--- src/rtl/inv_shift_rows_serial.sv ---
// Purpose : column-serial (Inv)ShiftRows over a 4x4 AES state, ping-pong buffered so one block fills while the other drains.
// Latency : out_valid rises the cycle after input column 3 is accepted (4 cycles minimum from column 0); sustains 1 column/cycle.
// Backpr. : in_ready drops only while both banks are full; out_data/out_last hold while out_valid & !out_ready.
//
// Ports:
//   clk, rst_n        rising-edge clock, asynchronous active-low reset (clears banks, flags, pointers)
//   clear             synchronous flush of all buffered/partial blocks; any same-cycle transfer is dropped
//   in_valid/in_ready input column handshake, in_data = {s0c, s1c, s2c, s3c}, columns 0..3 in order
//   out_valid/out_ready output column handshake, out_data packed like in_data, out_last on column 3
//   busy              a bank holds a complete block or a partial block is being written
module inv_shift_rows_serial #(
    parameter bit INVERSE = 1'b1
) (
    input  logic        clk,
    input  logic        rst_n,
    input  logic        clear,
    input  logic        in_valid,
    output logic        in_ready,
    input  logic [31:0] in_data,
    output logic        out_valid,
    input  logic        out_ready,
    output logic [31:0] out_data,
    output logic        out_last,
    output logic        busy
);

    // Column offsets for rows 1..3. Row r of output column c is taken from
    // input column (c - r*k) mod 4, with k = +1 (inverse) or k = -1 (forward).
    localparam logic [1:0] OFS_R1 = INVERSE ? 2'd1 : 2'd3;
    localparam logic [1:0] OFS_R2 = 2'd2;
    localparam logic [1:0] OFS_R3 = INVERSE ? 2'd3 : 2'd1;

    logic [31:0] bank [2][4];
    logic [1:0]  full;
    logic        wr_bank;
    logic        rd_bank;
    logic [1:0]  wr_col;
    logic [1:0]  rd_col;

    logic        wr_fire;
    logic        rd_fire;
    logic [1:0]  idx_r1;
    logic [1:0]  idx_r2;
    logic [1:0]  idx_r3;

    assign in_ready  = !full[wr_bank];
    assign out_valid = full[rd_bank];
    assign wr_fire   = in_valid && in_ready;
    assign rd_fire   = out_valid && out_ready;

    assign busy      = full[0] | full[1] | (wr_col != 2'd0);
    assign out_last  = out_valid && (rd_col == 2'd3);

    // 2-bit wrap-around gives the mod-4 column index directly.
    assign idx_r1 = rd_col - OFS_R1;
    assign idx_r2 = rd_col - OFS_R2;
    assign idx_r3 = rd_col - OFS_R3;

    assign out_data = {bank[rd_bank][rd_col][31:24],
                       bank[rd_bank][idx_r1][23:16],
                       bank[rd_bank][idx_r2][15:8],
                       bank[rd_bank][idx_r3][7:0]};

    // Write and read completions may land in the same cycle; they always
    // address different banks because a write needs !full and a read needs full.
    always_ff @(posedge clk or negedge rst_n) begin
        if (!rst_n) begin
            for (int b = 0; b < 2; b++) begin
                for (int c = 0; c < 4; c++) begin
                    bank[b][c] <= '0;
                end
            end
            full    <= '0;
            wr_bank <= 1'b0;
            rd_bank <= 1'b0;
            wr_col  <= '0;
            rd_col  <= '0;
        end else if (clear) begin
            // Bank contents are deliberately kept; only control state flushes.
            full    <= '0;
            wr_bank <= 1'b0;
            rd_bank <= 1'b0;
            wr_col  <= '0;
            rd_col  <= '0;
        end else begin
            if (wr_fire) begin
                bank[wr_bank][wr_col] <= in_data;
                wr_col                <= wr_col + 2'd1;
                if (wr_col == 2'd3) begin
                    full[wr_bank] <= 1'b1;
                    wr_bank       <= ~wr_bank;
                end
            end
            if (rd_fire) begin
                rd_col <= rd_col + 2'd1;
                if (rd_col == 2'd3) begin
                    full[rd_bank] <= 1'b0;
                    rd_bank       <= ~rd_bank;
                end
            end
        end
    end

endmodule

--- config.mk ---
export PLATFORM = sky130hd
export DESIGN_NAME = inv_shift_rows_serial
export DESIGN_NICKNAME = d
export VERILOG_FILES = /design/src/rtl/inv_shift_rows_serial.sv
export SDC_FILE = /design/constraint.sdc
export NUM_CORES = 1
export LEC_CHECK = 0
export BUFFER_PORTS_ARGS = -buffer_cell sky130_fd_sc_hd__buf_2
export CORE_UTILIZATION = 50
export CTS_CLUSTER_DIAMETER = 120
export DETAILED_ROUTE_END_ITERATION = 8
export PLACE_DENSITY = 0.7
export REMOVE_ABC_BUFFERS = 1
export SLEW_MARGIN = 10
export SYNTH_ARGS = -nofsm -noshare
export SYNTH_HDL_FRONTEND = slang
export SYNTH_SLANG_ARGS = --single-unit
--- constraint.sdc ---
create_clock -name clk -period 3.3 [get_ports clk]
set_input_delay 0.495 -clock clk [delete_from_list [all_inputs] [get_ports clk]]
set_output_delay 0.495 -clock clk [all_outputs]
set_load 0.02 [all_outputs]
* After elaboration in Yosys (flattened, before gate mapping)
Cells that the tools add are included.
** Word-level totals
- Output and inout bits :: 36
- Register bits :: 264
- Bits of input ports :: 37
** Operators by class
- Eq/ne operators :: 2
- Bitwise logic cells :: 15
- Add/subtract/negate cells :: 5
- Reductions and logical operators :: 16
- Magnitude comparators :: 13
- Multiplexer cells :: 44
** Operators by type and width (number)
- 2-to-1 mux 128 bit :: 4
- binary-select mux 32 bit (select 2 bit) :: 4
- bitwise mux 256 bit :: 1
- demux 128 bit (select 1 bit) :: 1
- 2-to-1 mux 32 bit :: 3
- demux 32 bit (select 2 bit) :: 1
- 2-to-1 mux 24 bit :: 2
- 2-to-1 mux 16 bit :: 2
- 2-to-1 mux 2 bit :: 10
- 2-to-1 mux 8 bit :: 2
- >= comparator 3 bit, second input constant :: 5
- inverter 2 -> 3 bit :: 5
- 2-to-1 mux 1 bit :: 12
- nonzero test 2 bit :: 5
- logical AND 1 bit :: 7
- AND reduction 2 bit :: 3
- adder 2 x 1 -> 2 bit, second input constant :: 2
- equality test 2 bit, second input constant :: 2
- >= comparator 2 bit, second input constant :: 2
- < comparator 1 x 2 -> 1 bit, second input constant :: 2
- inverter 1 -> 2 bit :: 2
- subtractor 2 bit, second input constant :: 2
- < comparator 3 x 1 -> 1 bit, second input constant :: 1
- inverter 1 bit :: 3
- 9 further kinds :: 12

* Longest topological paths before layout
Gate-level depths: netlist of run 1.
- Word-level depth :: 12
- Depth in mapped cells :: 7

* Least setup slack after synthesis of run 1
Ideal clock, no wire load.
- Path kind :: register to output
- From :: register rd_col[0]
- To :: output port out_data[16]
- Setup slack :: 1252 ps
- Arrival :: 1553 ps
- Stages on the path, launching flop included :: 5
- Cells stage by stage :: dfrtp_1 ha_1 inv_2 clkbuf_1 mux2_2
** On the way
- Cells in the longest elaborated chain, start to end :: 5
** RTL lines
- start, declared :: RTL line 38 : logic [1:0] rd_col;
- start signal, assigned :: RTL line 95 : rd_col <= rd_col + 2'd1;
- subtractor 2 x 1 -> 2 bit :: RTL line 55 : assign idx_r1 = rd_col - OFS_R1;
- inverter 2 -> 3 bit (not written as such) :: RTL line 60 : bank[rd_bank][idx_r1][23:16],
- binary-select mux 32 bit (select 2 bit) :: RTL line 60
- 2-to-1 mux 24 bit (not written as such) (2 in series) :: RTL line 60
- end, declared :: RTL line 22 : output logic [31:0] out_data,
No other way between the ends. The select of a mux whose other input is x is not followed.

* Worst setup path in the final report of run 1
- From :: register rd_col[0]
- To :: output port out_data[20]
The elaborated chain is that of the path after synthesis.

==> metrics.txt, run 1 <==
# TYPE chip_impl_metric gauge
chip_impl_metric{name="floorplan.die_area",unit="mm^2"} 0.0245
chip_impl_metric{name="synth.avg_cell_area",unit="um^2"} 16.0
chip_impl_metric{name="yosys_warnings",unit=""} 0
chip_impl_metric{name="postLayoutCellArea",unit="mm^2"} 0.0137
chip_impl_metric{name="leakage",unit="nW"} 6.49
chip_impl_metric{name="global_route.usage.total",unit=""} 0.224
chip_impl_metric{name="chipWidth",unit="um"} 156
chip_impl_info{name="regToRegEndpoint",value="bank[178]$_DFFE_PN0P_"} 1
chip_impl_info{name="ys_dominant_reg_cell",value="sky130_fd_sc_hd__dfrtp_1"} 1
chip_impl_info{name="criticalPathCategory",value="register to output port"} 1
chip_impl_metric{name="clock_path_buffers",unit=""} 3
chip_impl_metric{name="finalMaxSlewViolations",unit=""} 0
chip_impl_info{name="tritoncts",value="built"} 1
chip_impl_metric{name="drt_pre_antenna_iters",unit=""} 4
chip_impl_metric{name="fin_skew",unit="ps"} 24.3
chip_impl_info{name="synth_largest_area_cell",value="sky130_fd_sc_hd__dfrtp_1"} 1
chip_impl_metric{name="die_height",unit="um"} 156
chip_impl_info{name="crit-reg2reg-launch",value="full[0]$_DFF_PN0_"} 1
chip_impl_metric{name="drt-vias-per-instance",unit=""} 5.71
chip_impl_metric{name="maximum_number_of_pins_on_one_net_before_global_route_repair",unit=""} 96
chip_impl_metric{name="rows",unit=""} 56
chip_impl_metric{name="post-synth-top-area-fraction",unit=""} 0.554
chip_impl_info{name="unrepaired_setup_endpoints_after_global_routing",value="false"} 1
chip_impl_metric{name="postSynthRegisterBits",unit=""} 264
chip_impl_info{name="dr.max_layer_used",value="met5"} 1
chip_impl_metric{name="synth.yosys.seq_area_share",unit=""} 0.554
chip_impl_metric{name="grt_pass1_wl",unit="um"} 41600
chip_impl_metric{name="maxCapViolations",unit=""} 0
chip_impl_metric{name="coreArea",unit="mm^2"} 0.0234
chip_impl_metric{name="dp_hpwl",unit="um"} 16200
chip_impl_metric{name="min_period_over_period",unit=""} 0.901
chip_impl_metric{name="place_inst",unit=""} 1112
chip_impl_metric{name="ys_async_sr_fraction",unit=""} 1.00
chip_impl_metric{name="drive_gt1_frac",unit=""} 0.580
chip_impl_metric{name="area_growth",unit="%"} 14.7
chip_impl_metric{name="io_buffers",unit=""} 72
chip_impl_metric{name="floorplan.initialDensity",unit=""} 0.509
chip_impl_metric{name="drt-met1-wl",unit="um"} 10800
chip_impl_metric{name="power_density",unit="mW/mm^2"} 625
chip_impl_metric{name="fmax",unit="GHz"} 0.336
chip_impl_metric{name="route.detailed.wl_per_inst",unit="um"} 22.2
chip_impl_metric{name="gp_congestion",unit=""} 0.740
chip_impl_info{name="class_of_the_tightest_hold_or_removal_check",value="primary input to async pin"} 1
chip_impl_metric{name="via_count",unit=""} 6669
chip_impl_metric{name="clk_pin_slew",unit="ps"} 60
chip_impl_metric{name="antenna_left",unit=""} 0
chip_impl_info{name="worst_setup_path_start_kind",value="register"} 1
chip_impl_metric{name="first_global_vias",unit=""} 7596
chip_impl_metric{name="cts_hold_repair.buffers",unit=""} 0
chip_impl_info{name="dominant_cell_by_count_in_the_synthesized_netlist",value="sky130_fd_sc_hd__mux2_2"} 1
chip_impl_info{name="critPathCaptureType",value="output port"} 1
chip_impl_metric{name="drc_violations_left",unit=""} 0
chip_impl_metric{name="synthCells",unit=""} 743
chip_impl_metric{name="reg2reg_depth",unit=""} 4
chip_impl_metric{name="number_of_enable_type_register_cells_in_the_synthesized_netlist",unit=""} 0
chip_impl_metric{name="met2RoutedLength",unit="um"} 13300
chip_impl_metric{name="post_layout_nonfiller_instances",unit=""} 1168
chip_impl_metric{name="final.min_clock_period",unit="ps"} 2970
chip_impl_info{name="cts_root_buffer",value="sky130_fd_sc_hd__clkbuf_16"} 1
chip_impl_metric{name="irDropWorstVdd",unit="V"} 0.000403
chip_impl_info{name="synth_area_leaders",value="sky130_fd_sc_hd__dfrtp_1, sky130_fd_sc_hd__mux2_2, sky130_fd_sc_hd__mux4_2, sky130_fd_sc_hd__nand2_1, sky130_fd_sc_hd__buf_6"} 1
chip_impl_metric{name="worstMarginPinSlew",unit="ps"} 731
chip_impl_metric{name="cts.htree.levels",unit=""} 1
chip_impl_metric{name="slew_headroom",unit=""} 0.513
chip_impl_metric{name="drt-initial-drc-count",unit=""} 339
chip_impl_info{name="violated_checks",value="negative hold slack"} 1
chip_impl_metric{name="clkLatencyLatePin",unit="ps"} 550
chip_impl_metric{name="setup_tns",unit="ps"} 0
chip_impl_metric{name="placement.cell_area",unit="mm^2"} 0.0127
chip_impl_metric{name="ctsResizeCount",unit=""} 0
chip_impl_metric{name="critical_path_required",unit="ps"} 2800
chip_impl_metric{name="worst_endpoint_data_arrival_time",unit="ps"} 2480
chip_impl_metric{name="wl_met3",unit="um"} 1230
chip_impl_info{name="most_instantiated_cells_after_synthesis",value="sky130_fd_sc_hd__mux2_2, sky130_fd_sc_hd__dfrtp_1, sky130_fd_sc_hd__mux4_2"} 1
chip_impl_metric{name="synth.distinct_cells",unit=""} 33
chip_impl_metric{name="synth_area",unit="mm^2"} 0.0119
chip_impl_metric{name="reg2reg_setup_slack",unit="ps"} 1180
chip_impl_metric{name="crit_path_max_fanout",unit=""} 17
chip_impl_metric{name="cts_setup_buffers",unit=""} 0
chip_impl_metric{name="cts_made_buffers",unit=""} 29
chip_impl_metric{name="antenna_violations_before_repair",unit=""} 3
chip_impl_metric{name="whs",unit="ps"} -29.8
chip_impl_metric{name="setup_viol_count_final",unit=""} 0
chip_impl_info{name="status",value="finished with violations"} 1
chip_impl_metric{name="final-hold-violation-count",unit=""} 18
chip_impl_metric{name="top_level_ports",unit=""} 73
chip_impl_metric{name="drt-total-wl",unit="um"} 26000
chip_impl_metric{name="overflow",unit=""} 0
chip_impl_metric{name="total_power",unit="mW"} 8.54
chip_impl_metric{name="cts.sink_count",unit=""} 264
chip_impl_metric{name="fin_nets",unit=""} 866
-- worst max-delay path by stage --
stage,from,to,slack [ps]
finish,rd_col[0]$_DFFE_PN0P_,out_data[20],330
global placement,rd_col[0]$_DFFE_PN0P_,out_data[4],880
CTS,rd_col[0]$_DFFE_PN0P_,out_data[20],290
global route,rd_col[0]$_DFFE_PN0P_,out_data[20],250
floorplan,rd_col[0]$_DFFE_PN0P_,out_data[0],-410
detailed placement,rd_col[0]$_DFFE_PN0P_,out_data[20],870
-- per-stage QoR --
step	util	worst slack, ps
after floorplan	-	-412
after global placement	0.542	880
after detailed placement	0.542	870
after CTS	0.584	293
after global routing	0.584	250
final	0.584	328
-- cell families (layout without fill, tap and decap cells) --
| kind of cell | Yosys count | in the layout | share of synthesized area |
|---|---|---|---|
| adders and majority gates | 5 | 5 | 0.00525 |
| AOI/OAI and AO/OA | 10 | 10 | 0.00536 |
| DFF | 264 | 264 | 0.554 |
| and+or+nand+nor | 76 | 76 | 0.0298 |
| buffers and inverters | 50 | 154 | 0.0254 |
| other | 0 | 2 | 0 |
| muxes | 338 | 338 | 0.380 |
-- worst max-delay path, cell delays in order (launching register included) --
cell and delay, ps:
sky130_fd_sc_hd__dfrtp_4 610, sky130_fd_sc_hd__ha_1 330, sky130_fd_sc_hd__inv_2 430, sky130_fd_sc_hd__mux2_2 410
sky130_fd_sc_hd__buf_2 160
-- report_power, final --
group / internal (mW) / switching (mW) / leakage, nW / total (mW)
registers: 3.74 / 0.253 / 3.48 / 3.99
logic: 0.770 / 0.584 / 2.53 / 1.35
clock network: 1.95 / 1.25 / 0.489 / 3.20
-- cell usage in the layout, fill, tap and decap left out, types with 2 or more instances in the layout --
cell type                   synthesis  layout
sky130_fd_sc_hd__mux2_2           272     272
sky130_fd_sc_hd__mux4_2            64      64
sky130_fd_sc_hd__buf_2             20      71
sky130_fd_sc_hd__buf_12             0       7
sky130_fd_sc_hd__buf_4              6      15
sky130_fd_sc_hd__ha_1               5       5
sky130_fd_sc_hd__dfrtp_4            0       2
sky130_fd_sc_hd__clkbuf_16          0      29
sky130_fd_sc_hd__nand3_1            2       2
sky130_fd_sc_hd__nor2_1             5       5
sky130_fd_sc_hd__diode_2            0       2
sky130_fd_sc_hd__inv_1              4       4
sky130_fd_sc_hd__nand2_2            2       8
sky130_fd_sc_hd__o21ai_0            3       3
sky130_fd_sc_hd__mux2i_1            2       2
sky130_fd_sc_hd__a21oi_1            3       3
sky130_fd_sc_hd__clkbuf_8           0      15
sky130_fd_sc_hd__dfrtp_1          264     262
sky130_fd_sc_hd__nand2b_1           2       2
sky130_fd_sc_hd__nor2b_1            2       2
sky130_fd_sc_hd__clkbuf_1           8       6
sky130_fd_sc_hd__nand2_1           55      49
sky130_fd_sc_hd__clkinv_2           0       2
-- area by class of cell --
| class | count | area, um^2 |
|---|---|---|
| Timing Repair Buffer | 94 | 623 |
| Multi-Input combinational cell | 429 | 5020 |
| Tap cell | 319 | 399 |
| Antenna cell | 2 | 5.00 |
| Sequential cell | 264 | 6610 |
| Inverter | 6 | 22.5 |
| Fill cell | 1824 | 9740 |
| Clock inverter | 4 | 27.5 |
| Clock buffer | 50 | 955 |
-- flip-flops by register name (all words and copies together) (netlist names) --
| register | count |
|---|---|
| bank | 256 |
| full | 2 |
| rd_bank | 1 |
| rd_col | 2 |
| wr_bank | 1 |
| wr_col | 2 |
-- routing by layer --
| metal | GRT usage | up-vias |
|---|---|---|
| li1 | - | 2916 |
| met3 | 0.0368 | 52 |
| met1 | 0.283 | 3541 |
| met2 | 0.399 | 158 |
| met5 | 0 | - |
| met4 | 0.0621 | 2 |
Power figures use the tool's default switching activity.
==> run 2: changes to the inputs <==
- PLACE_DENSITY: 0.7 -> 0.67
==> metrics.txt, run 2 (synthesis results as in run 1) <==
# TYPE chip_impl_metric gauge
chip_impl_info{name="class_of_the_tightest_hold_or_removal_check",value="primary input to async pin"} 1
chip_impl_metric{name="irDropWorstVdd",unit="V"} 0.000371
chip_impl_metric{name="cts.sink_count",unit=""} 264
chip_impl_metric{name="drc_violations_left",unit=""} 0
chip_impl_metric{name="clkPwrFrac",unit=""} 0.374
chip_impl_metric{name="power_report.internal_total",unit="mW"} 6.46
chip_impl_metric{name="floorplan.die_area",unit="mm^2"} 0.0245
chip_impl_info{name="most-common-layout-cells",value="sky130_fd_sc_hd__mux2_2, sky130_fd_sc_hd__dfrtp_1, sky130_fd_sc_hd__buf_2"} 1
chip_impl_metric{name="floorplan.initialDensity",unit=""} 0.509
chip_impl_metric{name="power.switching",unit="mW"} 2.05
chip_impl_metric{name="fin_nets",unit=""} 860
chip_impl_info{name="unrepaired_setup_endpoints_after_global_routing",value="false"} 1
chip_impl_metric{name="drt-initial-drc-count",unit=""} 316
chip_impl_metric{name="drt-vias-per-instance",unit=""} 5.69
chip_impl_metric{name="cts_hold_repair.buffers",unit=""} 0
chip_impl_metric{name="maxCapViolations",unit=""} 0
chip_impl_metric{name="top_level_ports",unit=""} 73
chip_impl_metric{name="setup_viol_count_final",unit=""} 0
chip_impl_metric{name="reg2reg_depth",unit=""} 4
chip_impl_metric{name="chipWidth",unit="um"} 156
chip_impl_metric{name="area.sequential",unit="mm^2"} 0.00661
chip_impl_metric{name="largest_register_ffs",unit=""} 256
chip_impl_metric{name="first_global_vias",unit=""} 7292
chip_impl_metric{name="finalCoreUtilization",unit=""} 0.581
chip_impl_info{name="critPathCaptureType",value="output port"} 1
chip_impl_info{name="largest_register",value="bank"} 1
chip_impl_metric{name="seq_power_share",unit=""} 0.467
chip_impl_metric{name="antenna_violations_before_repair",unit=""} 1
chip_impl_metric{name="crit_path_max_fanout",unit=""} 54
chip_impl_metric{name="overflow",unit=""} 0
chip_impl_metric{name="min_period_over_period",unit=""} 0.891
chip_impl_metric{name="total_power",unit="mW"} 8.51
chip_impl_metric{name="power_density",unit="mW/mm^2"} 626
chip_impl_metric{name="clk_pin_slew",unit="ps"} 60
chip_impl_metric{name="drt-total-wl",unit="um"} 25400
chip_impl_metric{name="multi_input_comb_area",unit="mm^2"} 0.00502
chip_impl_metric{name="route.detailed.wl_per_inst",unit="um"} 21.9
chip_impl_metric{name="filler_cell_count",unit=""} 1854
chip_impl_info{name="cts_root_buffer",value="sky130_fd_sc_hd__clkbuf_16"} 1
chip_impl_metric{name="critical_path_required",unit="ps"} 2800
chip_impl_metric{name="clkLatencyLatePin",unit="ps"} 530
chip_impl_metric{name="fmax",unit="GHz"} 0.340
chip_impl_metric{name="drt_pre_antenna_iters",unit=""} 4
chip_impl_metric{name="final.min_clock_period",unit="ps"} 2940
chip_impl_metric{name="rows",unit=""} 56
chip_impl_metric{name="io_buffers",unit=""} 72
chip_impl_metric{name="leakage",unit="nW"} 6.45
chip_impl_info{name="mostFrequentLayoutCell",value="sky130_fd_sc_hd__mux2_2"} 1
chip_impl_metric{name="cts_made_buffers",unit=""} 28
chip_impl_metric{name="grt_pass1_wl",unit="um"} 41000
chip_impl_metric{name="final-hold-violation-count",unit=""} 0
chip_impl_info{name="criticalPathCategory",value="register to output port"} 1
chip_impl_info{name="worst_setup_path_start_kind",value="register"} 1
chip_impl_metric{name="maximum_number_of_pins_on_one_net_before_global_route_repair",unit=""} 107
chip_impl_metric{name="cts.htree.levels",unit=""} 1
chip_impl_metric{name="drive_gt1_frac",unit=""} 0.577
chip_impl_metric{name="slew_headroom",unit=""} 0.433
chip_impl_metric{name="coreArea",unit="mm^2"} 0.0234
chip_impl_metric{name="worstMarginPinSlew",unit="ps"} 851
chip_impl_metric{name="antenna_left",unit=""} 0
chip_impl_metric{name="die_height",unit="um"} 156
chip_impl_info{name="status",value="complete, no violations"} 1
chip_impl_metric{name="via_count",unit=""} 6600
chip_impl_metric{name="clock_path_buffers",unit=""} 3
chip_impl_metric{name="share_of_total_power_in_combinational_logic",unit=""} 0.159
chip_impl_metric{name="fin_skew",unit="ps"} 6.04
chip_impl_metric{name="dp_hpwl",unit="um"} 14800
chip_impl_info{name="tritoncts",value="built"} 1
chip_impl_metric{name="area_growth",unit="%"} 14.1
chip_impl_metric{name="worst_endpoint_data_arrival_time",unit="ps"} 2450
chip_impl_metric{name="finalMaxSlewViolations",unit=""} 0
chip_impl_metric{name="cts_setup_buffers",unit=""} 0
chip_impl_metric{name="gp_congestion",unit=""} 0.748
chip_impl_metric{name="setup_ws",unit="ps"} 359
chip_impl_metric{name="global_route.usage.total",unit=""} 0.221
chip_impl_metric{name="place_ws",unit="ps"} 874
chip_impl_metric{name="power_switching_share",unit=""} 0.241
chip_impl_metric{name="ctsResizeCount",unit=""} 0
-- run 2: cell count changes in the layout (fill, tap and decap cells not counted) --
| cell | change |
|---|---|
| sky130_fd_sc_hd__clkbuf_8 | -6 |
| sky130_fd_sc_hd__clkbuf_1 | -1 |
| sky130_fd_sc_hd__buf_12 | -1 |
| sky130_fd_sc_hd__diode_2 | -1 |
| sky130_fd_sc_hd__inv_6 | -1 |
| sky130_fd_sc_hd__clkinv_2 | +4 |
| sky130_fd_sc_hd__clkinv_4 | -1 |
| sky130_fd_sc_hd__bufinv_16 | +2 |
| sky130_fd_sc_hd__buf_4 | -4 |
-- run 2: layout make-up --
type	count	share of cell area
flip-flops and latches	264	0.487
multi-input cells	429	0.369
clock buffers	43	0.0639
repair buffers	89	0.0422
well taps	319	0.0294
clock inverters	8	0.00663
inverters	6	0.00166
diodes	1	0.000184
-- run 2: stage by stage --
step	instance area [um^2]	instances	setup TNS [ps]	hold WS (ps)
after floorplan	11600	699	-9350	199
after global placement	12600	1107	0	481
after detailed placement	12600	1107	0	489
after CTS	13600	1158	0	65.2
after global routing	13600	1158	0	76.0
final	13600	1159	0	31.9
-- run 2: critical path: stages (launching register included) --
cell                      delay (ps)
sky130_fd_sc_hd__dfrtp_4         600
sky130_fd_sc_hd__buf_12          390
sky130_fd_sc_hd__mux4_2          550
sky130_fd_sc_hd__nand2_1          80
sky130_fd_sc_hd__nand2_1          90
sky130_fd_sc_hd__buf_2           170
-- run 2: path summary, 6_finish.rpt --
| check | slack, ps | start | to |
|---|---|---|---|
| min | 30 | rst_n | bank[146]$_DFFE_PN0P_ |
| max | 360 | rd_col[0]$_DFFE_PN0P_ | out_data[8] |
| min in group clk | 290 | in_data[24] | bank[120]$_DFFE_PN0P_ |
| min reg2reg | 500 | bank[113]$_DFFE_PN0P_ | bank[113]$_DFFE_PN0P_ |
| max in group asynchronous | 2440 | rst_n | bank[60]$_DFFE_PN0P_ |
| max reg2reg | 1250 | wr_bank$_DFFE_PN0P_ | bank[76]$_DFFE_PN0P_ |
-- run 2: power by group through the flow --
stage	sequential, mW	combinational, mW	clock, mW
after global placement	3.98	1.32	0
after global routing	4.04	1.47	3.39
after detailed placement	4.03	1.37	0
after floorplan	3.94	0.988	0
final	3.98	1.35	3.18
after CTS	3.97	1.38	3.25
-- run 2: layer usage --
layer / routed length (um) / GRT usage / up-vias / part of all wire
li1: - / - / 2905 / -
met1: 10900 / 0.289 / 3561 / 0.43
met2: 13100 / 0.387 / 93 / 0.52
met3: 795 / 0.0327 / 41 / 0.031
met4: 544 / 0.0528 / 0 / 0.021
met5: 0 / 0 / - / 0
